**src/rtl/ups_mode_if.sv**
```systemverilog
// Mode-switch bundle between the operator switch front end and the mode controller.
// The controller side takes the slave modport; the switch/stimulus side takes master.
interface ups_mode_if #(
   parameter int MODE_W = 2
);
   logic [MODE_W-1:0] mode_sw;
   logic [MODE_W-1:0] mode;
   logic              mode_change;
   logic              mode_err;

   modport master (output mode_sw, input mode, mode_change, mode_err);
   modport slave  (input mode_sw, output mode, mode_change, mode_err);
endinterface

```
**src/rtl/ups_mode_ctrl.sv**
```systemverilog
// Synchronizes and debounces the UPS mode switch, commits legal modes and emits a
// fixed-width mode_change pulse per commit; an illegal code sets a sticky error.
//
// state  | meaning
// IDLE   | candidate matches synchronized switch, waiting for a change
// FILTER | counting consecutive stable cycles of the candidate
// PULSE  | new mode committed, holding mode_change high
module ups_mode_ctrl #(
   parameter int MODE_W       = 2,
   parameter int DEBOUNCE_CYC = 1000,
   parameter int PULSE_CYC    = 4,
   parameter int RESET_MODE   = 0,
   parameter int ILLEGAL_MODE = 3
) (
   input  logic           clk,
   input  logic           rst,
   ups_mode_if.slave      ctrl_io
);

   localparam int CNT_W  = $clog2(DEBOUNCE_CYC);
   localparam int PCNT_W = (PULSE_CYC > 1) ? $clog2(PULSE_CYC) : 1;

   localparam logic [MODE_W-1:0] RST_M    = MODE_W'(RESET_MODE);
   localparam logic [MODE_W-1:0] ILL_M    = MODE_W'(ILLEGAL_MODE);
   localparam logic [CNT_W-1:0]  CNT_MAX  = CNT_W'(DEBOUNCE_CYC - 1);
   localparam logic [PCNT_W-1:0] PCNT_MAX = PCNT_W'(PULSE_CYC - 1);

   typedef enum logic [1:0] {IDLE, FILTER, PULSE} state_t;

   state_t              state_q;
   logic [MODE_W-1:0]   sync1_q;
   logic [MODE_W-1:0]   sync2_q;
   logic [MODE_W-1:0]   cand_q;
   logic [MODE_W-1:0]   mode_q;
   logic [CNT_W-1:0]    cnt_q;
   logic [PCNT_W-1:0]   pcnt_q;
   logic                chg_q;
   logic                err_q;

   always_ff @(posedge clk or posedge rst) begin
      if (rst) begin
         state_q <= IDLE;
         sync1_q <= RST_M;
         sync2_q <= RST_M;
         cand_q  <= RST_M;
         mode_q  <= RST_M;
         cnt_q   <= '0;
         pcnt_q  <= '0;
         chg_q   <= 1'b0;
         err_q   <= 1'b0;
      end else begin
         sync1_q <= ctrl_io.mode_sw;
         sync2_q <= sync1_q;
         case (state_q)
            IDLE: begin
               if (sync2_q != cand_q) begin
                  cand_q  <= sync2_q;
                  cnt_q   <= '0;
                  state_q <= FILTER;
               end
            end
            FILTER: begin
               if (sync2_q != cand_q) begin
                  cand_q <= sync2_q;
                  cnt_q  <= '0;
               end else if (cnt_q != CNT_MAX) begin
                  cnt_q <= cnt_q + 1'b1;
               end else if (cand_q == mode_q) begin
                  state_q <= IDLE;
               end else if (cand_q == ILL_M) begin
                  err_q   <= 1'b1;
                  state_q <= IDLE;
               end else begin
                  mode_q  <= cand_q;
                  chg_q   <= 1'b1;
                  pcnt_q  <= '0;
                  state_q <= PULSE;
               end
            end
            PULSE: begin
               // Switch is ignored here; any change is caught from IDLE, which
               // guarantees a full debounce window of low time between pulses.
               if (pcnt_q == PCNT_MAX) begin
                  chg_q   <= 1'b0;
                  state_q <= IDLE;
               end else begin
                  pcnt_q <= pcnt_q + 1'b1;
               end
            end
            default: state_q <= IDLE;
         endcase
      end
   end

   assign ctrl_io.mode        = mode_q;
   assign ctrl_io.mode_change = chg_q;
   assign ctrl_io.mode_err    = err_q;

endmodule

```
**src/flat_wrapper.sv**
```systemverilog
// flat-port wrapper written by rule: the top's interface ports become plain ports
module ups_mode_ctrl_flat 
#(
   parameter int MODE_W       = 2,
   parameter int DEBOUNCE_CYC = 1000,
   parameter int PULSE_CYC    = 4,
   parameter int RESET_MODE   = 0,
   parameter int ILLEGAL_MODE = 3
)
  (clk, rst, ctrl_io_mode_sw, ctrl_io_mode, ctrl_io_mode_change, ctrl_io_mode_err);
  ups_mode_if #(.MODE_W(MODE_W)) ctrl_io_i ();
  input  logic clk;
  input  logic rst;
  input wire logic [$bits(ctrl_io_i.mode_sw)-1:0] ctrl_io_mode_sw;
  output wire logic [$bits(ctrl_io_i.mode)-1:0] ctrl_io_mode;
  output wire logic [$bits(ctrl_io_i.mode_change)-1:0] ctrl_io_mode_change;
  output wire logic [$bits(ctrl_io_i.mode_err)-1:0] ctrl_io_mode_err;
  assign ctrl_io_i.mode_sw = ctrl_io_mode_sw;
  assign ctrl_io_mode = ctrl_io_i.mode;
  assign ctrl_io_mode_change = ctrl_io_i.mode_change;
  assign ctrl_io_mode_err = ctrl_io_i.mode_err;
  ups_mode_ctrl #(.MODE_W(MODE_W), .DEBOUNCE_CYC(DEBOUNCE_CYC), .PULSE_CYC(PULSE_CYC), .RESET_MODE(RESET_MODE), .ILLEGAL_MODE(ILLEGAL_MODE)) u_core (.clk(clk), .rst(rst), .ctrl_io(ctrl_io_i));
endmodule
```
**config.mk**
```make
export PLATFORM = sky130hd
export DESIGN_NAME = ups_mode_ctrl_flat
export DESIGN_NICKNAME = d
export VERILOG_FILES = /design/src/rtl/ups_mode_if.sv /design/src/rtl/ups_mode_ctrl.sv /design/src/flat_wrapper.sv
export SDC_FILE = /design/constraint.sdc
export NUM_CORES = 1
export LEC_CHECK = 0
export CAP_MARGIN = 20
export CORE_MARGIN = 2
export CORE_UTILIZATION = 64
export CTS_BUF_LIST = sky130_fd_sc_hd__clkbuf_4
export DETAILED_ROUTE_END_ITERATION = 8
export GPL_TIMING_DRIVEN = 0
export PLACE_DENSITY_LB_ADDON = 0.3
export SYNTH_ARGS = -nofsm -noshare
export SYNTH_HDL_FRONTEND = slang
export SYNTH_SLANG_ARGS = --single-unit
```
**constraint.sdc**
```tcl
create_clock -name clk -period 3.15 [get_ports clk]
set_input_delay 0.315 -clock clk [delete_from_list [all_inputs] [get_ports clk]]
set_output_delay 0.315 -clock clk [all_outputs]
set_load 0.01 [all_outputs]
```
==> flow_summary_export.csv <==
group,metric,value,unit
critical_path,endpoint,"u_core.ctrl_io.mode[0]$_DFFE_PP0P_",
cts,clock_sinks,24,
placement,gp_congestion,0.8637,
critical_path,rr_startpoint,"u_core.state_q[1]$_DFFE_PP0P_",
critical_path,crit_arrival,2180,ps
run_status,status,"completed",
yosys,ys.flop_type,"dfrtp_1",
yosys,netlist_top_cells_area,"dfrtp_1, nor3_1, a21o_1",
critical_path,cp_num_cells,5,
yosys,async_reset_ff_share,100.0,%
placement,placed_area,1310,µm²
global_routing,grt_usage,24.01,%
critical_path,start_kind,"register",
route,wl_per_cell,15.29,µm
layout,drive_above_1_share,12.70,%
power_and_ir_drop,p_total,888.6,µW
cts,cts-resized-gates,0,
sta,timing.setup.tns,0,ps
layout,stdcell_area,1363,µm²
route,vias_per_cell,6.272,
yosys,ys_types,41,
cts,ctsRootBufferMaster,"clkbuf_4",
floorplan,start_util,69.25,%
run,max_cap_violations,0,
yosys,seq_area_frac_synth,49.69,%
power_and_ir_drop,ir_drop,566.1,µV
cts,hold_buffers,0,
critical_path,crit_type,"reg2reg",
sta,worstMarginPinSlew,867.3,ps
critical_path,reg2reg_to,"u_core.ctrl_io.mode[0]$_DFFE_PP0P_",
critical_path,cp_data_required_time,3370,ps
floorplan,die_w,47.46,µm
yosys,synth_common_cells,"dfrtp_1, inv_1, nand2_1",
sta,rsz0062_at_grt,"false",
floorplan,rows,15,
yosys,synth_seq_cells,24,
cts,h-tree-depth,1,
critical_path,rrSetupSlack,1200,ps
floorplan,die-area,2252,µm²
global_routing,antenna_found_initial,0,
sta,report.final.slew_viol_count,0,
sta,hold_viol_final,0,
critical_path,slowest_delay,450,ps
yosys,synth_area,1209,µm²
power_and_ir_drop,power_density,652.1,nW/µm²
route,ant_nets,0,
sta,period_share,61.93,%
yosys,synth-edff-count,0,
route,wl,2309,µm
cts,cts_tree,"built",
route,drtIter0Drc,23,
cts,clk_pin_slew,130,ps
floorplan,ioPinCount,8,
power_and_ir_drop,leakage,0.0006000,µW
cts,cts_buffers,3,
critical_path,reg2regPathDepth,5,
yosys,synth-warning-count,0,
layout,layoutNonFillerInstCount,151,
sta,fmax,0.5126,GHz
yosys,yosysTopAreaCellShare,49.69,%
critical_path,cp_top_family,"simple AND/OR/NAND/NOR gates",
floorplan,core_area,1745,µm²
critical_path,cp_cell_sequence,"buf_2 -> nor2b_1 -> nand3_1 -> or3_4 -> o21a_1",
placement,dp.cells,147,
cts,post_cts_buffers,0,
layout,nNetsFinal,133,
layout,utilization,78.06,%
hold_path,hold_path_class,"reg2reg",
layout,diodes,0,
layout,syn_to_final_growth,12.73,%
yosys,synth_area_per_cell,10.51,µm²
global_routing,gr-total-overflow,0,
placement,io_buffer_count,7,
cts,cts_buffer_depth,2,
cts,clk_latency,320,ps
yosys,yosysMostFrequentCell,"dfrtp_1",
sta,max_slew_margin,42.11,%
route,vias,947,
critical_path,critPathMaxFanout,9,
route,drc,0,
sta,period_needed,1951,ps
yosys,synth_top_area_cell,"dfrtp_1",
yosys,syn_inst,115,
critical_path,crit_start,"u_core.state_q[1]$_DFFE_PP0P_",
critical_path,crit_slowest_cell,"or3_4",
global_routing,first_global_vias,871,
placement,dp_hpwl,1685,µm
route,firstDrtPassIters,4,
sta,setup_viol,0,
critical_path,worstPathBufferInverterCount,1,
global_routing,grt_first_pass_wirelength,3774,µm
floorplan,die_y,47.46,µm
global_routing,grt_max_degree,25,
yosys,synth_fp_nets,121,
critical_path,cp-end-kind,"register",
sta,final.setup_skew,7.571,ps
layer usage:
metal | share of wire [%] | wire, µm | global-route usage [%] | vias to the layer above
met1 | 45 | 1042 | 32.92 | 463
met5 | 0 | 0 | 0 | -
met2 | 49 | 1140 | 40.00 | 22
li1 | - | - | - | 457
met3 | 4.1 | 95 | 2.264 | 5
met4 | 1.3 | 31 | 8.333 | 0
cells by family after synthesis:
family | after synthesis | share of synthesized area [%]
simple gates | 41 | 19.67
compound gates | 31 | 20.08
flops | 24 | 49.69
buf+inv | 11 | 3.726
xor+xnor | 4 | 2.899
mux | 2 | 1.863
fa+ha+maj | 2 | 2.070
layout make-up:
| type | count | area [µm²] |
|---|---|---|
| buffer | 3 | 15.01 |
| clock buffer | 3 | 22.52 |
| clock inverter | 1 | 30.03 |
| fill | 116 | 382.9 |
| inverter | 8 | 30.03 |
| multi-input combinational | 80 | 563.0 |
| sequential | 24 | 600.6 |
| tap | 25 | 31.28 |
| timing repair buffer | 7 | 70.07 |
report_power, final:
group / total, µW / leakage, µW / internal, µW / switching, µW
Sequential: 369 / 0.000311 / 345 / 24.1
Clock: 220 / 0.0000279 / 129 / 91.4
Combinational: 299 / 0.000261 / 111 / 188
state kept, by name (all words and copies together) (netlist names):
signal and flops:
u_core.cand_q 2, u_core.cnt_q 10, u_core.ctrl_io.mode 2, u_core.ctrl_io.mode_change 1, u_core.ctrl_io.mode_err 1, u_core.pcnt_q 2, u_core.state_q 2, u_core.sync1_q 2
u_core.sync2_q 2
layout by cell type, fill, tap and decap left out, types with 3 or more instances in the layout:
cell             netlist  layout
dfrtp_1               24      24
nand2_1                8       8
inv_1                  8       8
clkdlybuf4s50_1        0       7
nor3_1                 6       6
nand3_1                4       4
nand4_1                4       4
nor2_1                 4       4
a21oi_1                4       4
a21o_1                 4       4
buf_2                  3       3
o211ai_1               3       3
o41ai_1                3       3
o21ai_0                3       3
clkbuf_4               0       3
stage by stage:
stage	setup slack, ps	hold slack, ps
global route	1060	391.8
CTS	1211	364.9
global placement	1288	333.9
finish	1199	364.4
detailed placement	1221	334.7
floorplan	1376	329.6
worst min-delay path by stage:
stage	from	depth (start not counted)	endpoint	slack, ps
global placement	u_core.sync1_q[1]$_DFF_PP0_	0	u_core.sync2_q[1]$_DFF_PP0_	330
CTS	u_core.sync1_q[1]$_DFF_PP0_	0	u_core.sync2_q[1]$_DFF_PP0_	360
finish	u_core.sync1_q[1]$_DFF_PP0_	0	u_core.sync2_q[1]$_DFF_PP0_	360
global route	u_core.sync1_q[1]$_DFF_PP0_	0	u_core.sync2_q[1]$_DFF_PP0_	390
floorplan	rst	1	u_core.cand_q[0]$_DFFE_PP0P_	330
detailed placement	u_core.sync1_q[1]$_DFF_PP0_	0	u_core.sync2_q[1]$_DFF_PP0_	330
No activity file was read; power rests on OpenSTA's default activity.
